==> src/rtl/axi_reg_master.sv <==
// AXI4-Lite slave bridging processor register accesses onto the single-outstanding
// internal register bus (reg_req/reg_ack), with SLVERR on responder timeout.
module axi_reg_master #(
  parameter int ADDR_BITS = 8,
  parameter int TIMEOUT   = 255
) (
  input  logic                 clk,
  input  logic                 rst,

  input  logic                 axi_awvalid,
  output logic                 axi_awready,
  input  logic [31:0]          axi_awaddr,

  input  logic                 axi_wvalid,
  output logic                 axi_wready,
  input  logic [31:0]          axi_wdata,
  input  logic [3:0]           axi_wstrb,

  output logic                 axi_bvalid,
  input  logic                 axi_bready,
  output logic [1:0]           axi_bresp,

  input  logic                 axi_arvalid,
  output logic                 axi_arready,
  input  logic [31:0]          axi_araddr,

  output logic                 axi_rvalid,
  input  logic                 axi_rready,
  output logic [31:0]          axi_rdata,
  output logic [1:0]           axi_rresp,

  output logic                 reg_req,
  output logic                 reg_wr,
  output logic [ADDR_BITS-1:0] reg_addr,
  output logic [31:0]          reg_wdata,
  input  logic                 reg_ack,
  input  logic [31:0]          reg_rdata
);

  localparam logic [15:0] TMO         = 16'(TIMEOUT);
  localparam logic [1:0]  RESP_OKAY   = 2'b00;
  localparam logic [1:0]  RESP_SLVERR = 2'b10;
  localparam logic [31:0] ERR_RDATA   = 32'hDEADBEEF;

  typedef enum logic [2:0] {
    S_IDLE,
    S_REQ,
    S_WAIT,
    S_BRESP,
    S_RRESP
  } state_t;

  state_t                 r_state;
  logic                   r_live;
  logic                   r_aw_cap;
  logic                   r_w_cap;
  logic                   r_ar_cap;
  logic                   r_last_wr;
  logic                   r_cur_wr;
  logic [15:0]            r_cnt;

  logic [ADDR_BITS-1:0]   r_awaddr;
  logic [31:0]            r_wdata;
  logic [ADDR_BITS-1:0]   r_araddr;

  logic                   r_bvalid;
  logic [1:0]             r_bresp;
  logic                   r_rvalid;
  logic [1:0]             r_rresp;
  logic [31:0]            r_rdata;

  logic                   r_reg_req;
  logic                   r_reg_wr;
  logic [ADDR_BITS-1:0]   r_reg_addr;
  logic [31:0]            r_reg_wdata;

  logic                   w_idle;
  logic                   w_aw_hs;
  logic                   w_w_hs;
  logic                   w_ar_hs;
  logic                   w_wr_pend;
  logic                   w_rd_pend;
  logic                   w_pick_wr;
  logic                   w_timeout;
  logic [ADDR_BITS-1:0]   w_awaddr_now;
  logic [31:0]            w_wdata_now;
  logic [ADDR_BITS-1:0]   w_araddr_now;
  logic                   w_unused;

  // r_live keeps every ready low in the cycle straight after reset.
  assign w_idle      = r_live && (r_state == S_IDLE);
  assign axi_awready = w_idle && !r_aw_cap;
  assign axi_wready  = w_idle && !r_w_cap;
  assign axi_arready = w_idle && !r_ar_cap && !(r_aw_cap && r_w_cap);

  assign w_aw_hs = axi_awvalid && axi_awready;
  assign w_w_hs  = axi_wvalid  && axi_wready;
  assign w_ar_hs = axi_arvalid && axi_arready;

  // Arbitration sees handshakes of this very edge so a same-edge AW+W issues at once.
  assign w_wr_pend = (r_aw_cap || w_aw_hs) && (r_w_cap || w_w_hs);
  assign w_rd_pend = r_ar_cap || w_ar_hs;
  assign w_pick_wr = w_wr_pend && (!w_rd_pend || !r_last_wr);

  assign w_awaddr_now = r_aw_cap ? r_awaddr : axi_awaddr[ADDR_BITS-1:0];
  assign w_wdata_now  = r_w_cap  ? r_wdata  : axi_wdata;
  assign w_araddr_now = r_ar_cap ? r_araddr : axi_araddr[ADDR_BITS-1:0];

  assign w_timeout = (r_cnt == TMO);

  // Upper address bits and byte strobes carry no meaning on this bus.
  assign w_unused = &{1'b0, axi_awaddr, axi_araddr, axi_wstrb};

  always_ff @(posedge clk) begin
    if (w_aw_hs) r_awaddr <= axi_awaddr[ADDR_BITS-1:0];
    if (w_w_hs)  r_wdata  <= axi_wdata;
    if (w_ar_hs) r_araddr <= axi_araddr[ADDR_BITS-1:0];
  end

  always_ff @(posedge clk) begin
    if (rst) begin
      r_state     <= S_IDLE;
      r_live      <= 1'b0;
      r_aw_cap    <= 1'b0;
      r_w_cap     <= 1'b0;
      r_ar_cap    <= 1'b0;
      r_last_wr   <= 1'b0;
      r_cur_wr    <= 1'b0;
      r_cnt       <= '0;
      r_bvalid    <= 1'b0;
      r_bresp     <= RESP_OKAY;
      r_rvalid    <= 1'b0;
      r_rresp     <= RESP_OKAY;
      r_rdata     <= '0;
      r_reg_req   <= 1'b0;
      r_reg_wr    <= 1'b0;
      r_reg_addr  <= '0;
      r_reg_wdata <= '0;
    end else begin
      r_live    <= 1'b1;
      r_reg_req <= 1'b0;
      case (r_state)
        S_IDLE: begin
          if (w_aw_hs) r_aw_cap <= 1'b1;
          if (w_w_hs)  r_w_cap  <= 1'b1;
          if (w_ar_hs) r_ar_cap <= 1'b1;
          if (w_wr_pend || w_rd_pend) begin
            r_state    <= S_REQ;
            r_reg_req  <= 1'b1;
            r_cur_wr   <= w_pick_wr;
            r_last_wr  <= w_pick_wr;
            r_reg_wr   <= w_pick_wr;
            r_reg_addr <= w_pick_wr ? w_awaddr_now : w_araddr_now;
            if (w_pick_wr) r_reg_wdata <= w_wdata_now;
          end
        end
        S_REQ: begin
          r_cnt   <= '0;
          r_state <= S_WAIT;
        end
        S_WAIT: begin
          if (reg_ack) begin
            if (r_cur_wr) begin
              r_bvalid <= 1'b1;
              r_bresp  <= RESP_OKAY;
              r_state  <= S_BRESP;
            end else begin
              r_rvalid <= 1'b1;
              r_rresp  <= RESP_OKAY;
              r_rdata  <= reg_rdata;
              r_state  <= S_RRESP;
            end
          end else if (w_timeout) begin
            if (r_cur_wr) begin
              r_bvalid <= 1'b1;
              r_bresp  <= RESP_SLVERR;
              r_state  <= S_BRESP;
            end else begin
              r_rvalid <= 1'b1;
              r_rresp  <= RESP_SLVERR;
              r_rdata  <= ERR_RDATA;
              r_state  <= S_RRESP;
            end
          end else begin
            r_cnt <= r_cnt + 16'd1;
          end
        end
        S_BRESP: begin
          if (axi_bready) begin
            r_bvalid <= 1'b0;
            r_aw_cap <= 1'b0;
            r_w_cap  <= 1'b0;
            r_state  <= S_IDLE;
          end
        end
        S_RRESP: begin
          if (axi_rready) begin
            r_rvalid <= 1'b0;
            r_ar_cap <= 1'b0;
            r_state  <= S_IDLE;
          end
        end
        default: r_state <= S_IDLE;
      endcase
    end
  end

  assign axi_bvalid = r_bvalid;
  assign axi_bresp  = r_bresp;
  assign axi_rvalid = r_rvalid;
  assign axi_rresp  = r_rresp;
  assign axi_rdata  = r_rdata;

  assign reg_req   = r_reg_req;
  assign reg_wr    = r_reg_wr;
  assign reg_addr  = r_reg_addr;
  assign reg_wdata = r_reg_wdata;

endmodule

==> config.mk <==
export PLATFORM = sky130hd
export DESIGN_NAME = axi_reg_master
export DESIGN_NICKNAME = d
export VERILOG_FILES = /design/src/rtl/axi_reg_master.sv
export SDC_FILE = /design/constraint.sdc
export NUM_CORES = 1
export LEC_CHECK = 0
export BUFFER_PORTS_ARGS = -buffer_cell sky130_fd_sc_hd__buf_4
export CORE_MARGIN = 2
export CORE_UTILIZATION = 50
export DETAILED_ROUTE_END_ITERATION = 10
export HOLD_SLACK_MARGIN = 0.03
export PLACE_DENSITY = 0.8
export SETUP_SLACK_MARGIN = 0.2
export SYNTH_ARGS = -nofsm -noshare
export SYNTH_HDL_FRONTEND = slang
export SYNTH_SLANG_ARGS = --single-unit
==> constraint.sdc <==
create_clock -name clk -period 2.99 [get_ports clk]
set_clock_uncertainty 0.05 [all_clocks]
set_input_delay 0.299 -clock clk [delete_from_list [all_inputs] [get_ports clk]]
set_output_delay 0.299 -clock clk [all_outputs]
set_load 0.02 [all_outputs]
# ---- Word-level counts from Yosys, hierarchy flattened
# Index checks and enable logic that the tools add are counted.
dict set report op_classes {
  add_sub_neg 1
  n_eq_ne 14
  n_mux 44
  n_bitwise 2
  n_reduce_logical 41
}
# cell count
set op_table {}
lappend op_table {{32-bit two-way mux} 5}
lappend op_table {{16-bit two-way mux} 2}
lappend op_table {{16-bit case mux with 2 select lines} 1}
lappend op_table {{3-bit AND reduction} 9}
lappend op_table {{8-bit two-way mux} 3}
lappend op_table {{3-bit two-way mux} 6}
lappend op_table {{16-bit by 1-bit adder with 16-bit output, second input constant} 1}
lappend op_table {{16-bit by 8-bit equality test with 1-bit output, second input constant} 1}
lappend op_table {{2-bit two-way mux} 8}
lappend op_table {{3-bit case mux with 5 select lines} 1}
lappend op_table {{2-bit inequality test, second input constant} 7}
lappend op_table {{1-bit two-way mux} 13}
lappend op_table {{2-bit nonzero test} 6}
lappend op_table {{1-bit logical AND} 11}
lappend op_table {{1-bit case mux with 2 select lines} 5}
lappend op_table {{3-bit by 2-bit equality test with 1-bit output, second input constant} 2}
lappend op_table {{1-bit zero test} 6}
lappend op_table {{1-bit logical OR} 5}
lappend op_table {{4-bit AND reduction} 1}
lappend op_table {{3-bit by 1-bit equality test with 1-bit output, second input constant} 1}
lappend op_table {{3-bit equality test, second input constant} 1}
lappend op_table {{3-bit zero test} 1}
lappend op_table {{3-bit inequality test, second input constant} 1}
lappend op_table {{2-bit by 1-bit inequality test with 1-bit output, second input constant} 1}
lappend op_table {{other kinds (3)} 4}
dict set report totals {
  regBits 151
  input_bits 140
  output_inout_bits 83
  word_cells 120
}

# ---- Logic depth before layout (Yosys ltp)
dict set report depth {
  ltp_word 10
  mapped_depth 9
}

# ---- Worst setup path after synthesis
# Ideal clock, no wire load.
dict set report synth_path {
  path_type {reg-to-reg}
  from {register r_state[0]}
  to {register r_wdata[0] (enable)}
  setup_ps 392
  arrival_ps 2228
  setup_slack_ps 320
  path_stages_with_launch 6
  n_path_buf 1
  synth_period_minus_slack_ps 2670
  path_cell_list {dfxtp_1 -> buf_4 -> nor3_2 -> nand2_1 -> nor2_1 -> and2_1}
}
dict set report synth_via {
  elab_chain_cells 4
}
# item line_no
set synth_rtl {}
lappend synth_rtl {{start, declared} 53} ;# state_t r_state;
lappend synth_rtl {{start signal, assigned} 122} ;# r_state <= S_IDLE;
lappend synth_rtl {{start signal, assigned} 148} ;# r_state <= S_REQ;
lappend synth_rtl {{start signal, assigned} 159} ;# r_state <= S_WAIT;
lappend synth_rtl {{3-bit zero test} 91} ;# assign w_idle = r_live && (r_state == S_IDLE);
lappend synth_rtl {{1-bit logical AND} 91}
lappend synth_rtl {{1-bit logical AND} 93} ;# assign axi_wready = w_idle && !r_w_cap;
lappend synth_rtl {{net axi_wready} 15} ;# output logic axi_wready,
lappend synth_rtl {{1-bit logical AND} 97} ;# assign w_w_hs = axi_wvalid && axi_wready;
lappend synth_rtl {{end signal, assigned} 116} ;# if (w_w_hs) r_wdata <= axi_wdata;
lappend synth_rtl {{end, declared} 63} ;# logic [31:0] r_wdata;
# The timed path passes the listed nets, and every way through them passes these cells.
# A chain may end at the register's enable or synchronous reset.

# ---- Final worst setup path
dict set report layout_path {
  from {register r_state[1]}
  to {register r_reg_wdata[3] (netlist: reg_wdata[3])}
}
dict set report layout_via {
  elab_chain_cells 10
  word_cells_on_any_way 18
  classes_between {18 x reduce/logical}
}
# item line_no
set layout_rtl {}
lappend layout_rtl {{3-bit zero test *} {91, 142}}
lappend layout_rtl {{1-bit logical AND} 91}
lappend layout_rtl {{1-bit logical AND (2 in a row)} 94} ;# assign axi_arready = w_idle && !r_ar_cap && !(r_aw_cap && r_w_cap);
lappend layout_rtl {{1-bit logical AND} 98} ;# assign w_ar_hs = axi_arvalid && axi_arready;
lappend layout_rtl {{1-bit logical OR} 102} ;# assign w_rd_pend = r_ar_cap || w_ar_hs;
lappend layout_rtl {{1-bit zero test} 103} ;# assign w_pick_wr = w_wr_pend && (!w_rd_pend || !r_last_wr);
lappend layout_rtl {{1-bit logical OR} 103}
lappend layout_rtl {{1-bit logical AND} 103}
lappend layout_rtl {{3-bit AND reduction (no source line) *} n/a}
lappend layout_rtl {{end signal, assigned} 154} ;# if (w_pick_wr) r_reg_wdata <= w_wdata_now;
lappend layout_rtl {{end, declared} 75} ;# logic [31:0] r_reg_wdata;
# Mark *: on every way between the ends. The rest lies on a longest branch, timed or not.

==> qor.yml <==
synth_area_leaders: "dfxtp_1 (33%), edfxtp_1 (23%), mux2i_1 (7.9%), o221a_2 (4.2%), a211oi_2 (4.0%)"
p_int_mw: 4.66
crit_required_ps: 3260
synth_cell_type_count: 61
power.share.sequential: 0.388
antenna_found_initial: 0
port_buffers: 168
h-tree-depth: 4
rows: 40
ant_nets: 0
path_max_fanout: 65
p_leak_nw: 3.30
period_needed_ps: 2550
cts_resized: 0
fillCellCount: 825
worstSetupPathType: "reg -> reg"
whs_endpoint: "axi_rdata[19]"
peakVddDrop_uv: 447
syn_area_um2: 6220
slew_viol_final: 0
synth_cells: 534
crit_arrival_ps: 2820
gr-total-overflow: 0
wl_per_cell_um: 17.6
final_common_cell: "buf_4"
slew_headroom: 0.270
grt_use_met1: 0.291
netlist.area_leader.share: 0.325
multi_input_area_um2: 2510
total_power_mw: 6.86
yosysTopAreaCell: "dfxtp_1"
cts_buffers: 17
max_slew.worst_pin.slew_ps: 1090
worstHoldStart: "reg_rdata[19]"
ios: 223
grt_pass1_vias: 5183
cts_sinks: 149
status: "finished, final reports clean"
postCtsHoldBufs: 48
setup_violations: 0
ys_warn_count: 0
postCtsSetupBuffers: 0
setup_tns_ps: 0
path_clk_slew_ps: 60
critPathCaptureType: "flop"
syn_area_per_cell_um2: 11.6
ys_ff_latch: 149
start_util: 0.516
async_flop_share: 0
firstDrtPassIters: 5
layout_common_cells: "buf_4 (177), dfxtp_1 (100), mux2i_1 (49)"
reg2reg_slack_ps: 440
hold_violations: 0
routed_wl_um: 16200
nets: 878
dpl.hpwl_um: 10300
layout-drive-gt1-share: 0.356
power_frac_comb: 0.286
synth_edf_count: 48
rsz0062_at_grt: "false"
grtUsageMet3: 0.0858
startpoint_type: "flop"
swShare: 0.321
fp.coreArea_um2: 12100
grt_usage: 0.243
drc: 0
holdPathStages: 2
use_met2: 0.405
cap_violations: 0
r2r-end: "reg_wdata[3]"
die_x_um: 116
top_usage_layer: "met2"
die_h_um: 116
power_density_nw_per_um2: 791
routabilityCongestion: 0.837
drt_iter0_drc: 420
finalCritPeriodShare: 0.851
via_count: 5204
clk_latency_ps: 420
ys.flop_type: "dfxtp_1"
clock_path_buffers: 2
clockRootBuffer: "clkbuf_16"
grt_max_degree: 66
regArea_um2: 3460
clock.fmax_ghz: 0.393
dieArea_um2: 13400
grt_pass1_wl_um: 25300
clock_power_share: 0.326
hold_path_class: "in -> reg"
drt-vias-per-instance: 5.66
area_delta_synth_final_pct: 39.5
p_sw_mw: 2.21
r2r_cells: 6
seq_area_frac_synth: 0.557
r2r-start: "r_state[1]"
cts_tree: "built"
==> logic make-up after synthesis <==
group                      after synthesis  synth area share
xor gates and xnor gates                 6           0.00845
buffers and inverters                   50            0.0398
AOI/OAI and AO/OA                      151             0.196
adders and majority gates                1           0.00201
other                                    1          0.000603
DFF                                    149             0.557
muxes                                   49            0.0788
and+or+nand+nor                        127             0.118
==> critical path, cell delays in order, from the launching register on <==
cell and delay, ps:
dfxtp_1 460, nor4b_4 490, a21oi_1 410, nor4_4 360, buf_12 330, nor2_1 70, a211oi_1 240
==> how the worst max path moves through the flow <==
stage                     from            end
global placement    r_state[1]   reg_wdata[0]
detailed placement    r_aw_cap  reg_wdata[16]
CTS                   r_aw_cap   reg_wdata[3]
global route        r_state[1]   reg_wdata[0]
floorplan           r_state[0]     r_wdata[0]
finish              r_state[1]   reg_wdata[3]
==> power by group through the flow <==
stage / logic [mW] / registers [mW] / clock network, mW
final: 1.97 / 2.66 / 2.23
after global routing: 2.10 / 2.70 / 2.36
after CTS: 1.95 / 2.66 / 2.27
after detailed placement: 1.89 / 2.69 / 0
after global placement: 1.83 / 2.67 / 0
after floorplan: 1.05 / 2.85 / 0
==> cell type report <==
| cell class | instances | share of cell area |
|---|---|---|
| Multi-Input combinational cell | 336 | 0.290 |
| Timing Repair Buffer | 226 | 0.211 |
| Antenna cell | 1 | 0.000288 |
| Sequential cell | 149 | 0.399 |
| Tap cell | 168 | 0.0242 |
| Clock buffer | 21 | 0.0555 |
| Inverter | 7 | 0.00303 |
| Clock inverter | 11 | 0.0170 |
==> cell usage after synthesis (all sizes together) (3+ instances only) <==
cell	number
xnor2	6
dfxtp	101
nand4	25
o21a	5
o31ai	8
nand3	8
mux2i	49
nor2b	3
nor3b	3
o21ai	25
nor2	48
buf	21
o221a	24
nor4b	3
clkbuf	22
a2111oi	3
inv	7
a21o	4
edfxtp	48
a211oi	37
a21oi	32
nor3	4
or3	6
and2	4
nand2	10
==> metal layers <==
| layer | share of wire | vias to the layer above |
|---|---|---|
| met5 | 0 | - |
| met4 | 0.021 | 0 |
| met3 | 0.081 | 35 |
| met2 | 0.48 | 230 |
| met1 | 0.41 | 2483 |
| li1 | - | 2456 |
==> per-stage QoR <==
stage | cell area [µm²] | instances | util | setup slack, ps | hold slack, ps
2_1_floorplan | 6220 | 535 | - | 320 | 348
3_3_place_gp | 7560 | 838 | 0.627 | 650 | 408
3_5_place_dp | 7560 | 838 | 0.627 | 546 | 413
4_1_cts | 8670 | 918 | 0.719 | 535 | 74.0
5_1_grt | 8670 | 918 | 0.719 | 252 | 73.0
6_report | 8680 | 919 | 0.719 | 444 | 88.3
==> state kept, by name, indices dropped and copies added, names as in the netlist <==
| name | flops |
|---|---|
| r_w_cap | 1 |
| axi_rdata | 32 |
| reg_req | 1 |
| reg_addr | 8 |
| r_araddr | 8 |
| r_live | 1 |
| axi_rresp | 1 |
| r_state | 3 |
| r_ar_cap | 1 |
| axi_bvalid | 1 |
| axi_rvalid | 1 |
| r_awaddr | 8 |
| reg_wdata | 32 |
| r_cnt | 16 |
| r_wdata | 32 |
| axi_bresp | 1 |
| r_aw_cap | 1 |
| reg_wr | 1 |
No activity file was read; power rests on OpenSTA's default activity.
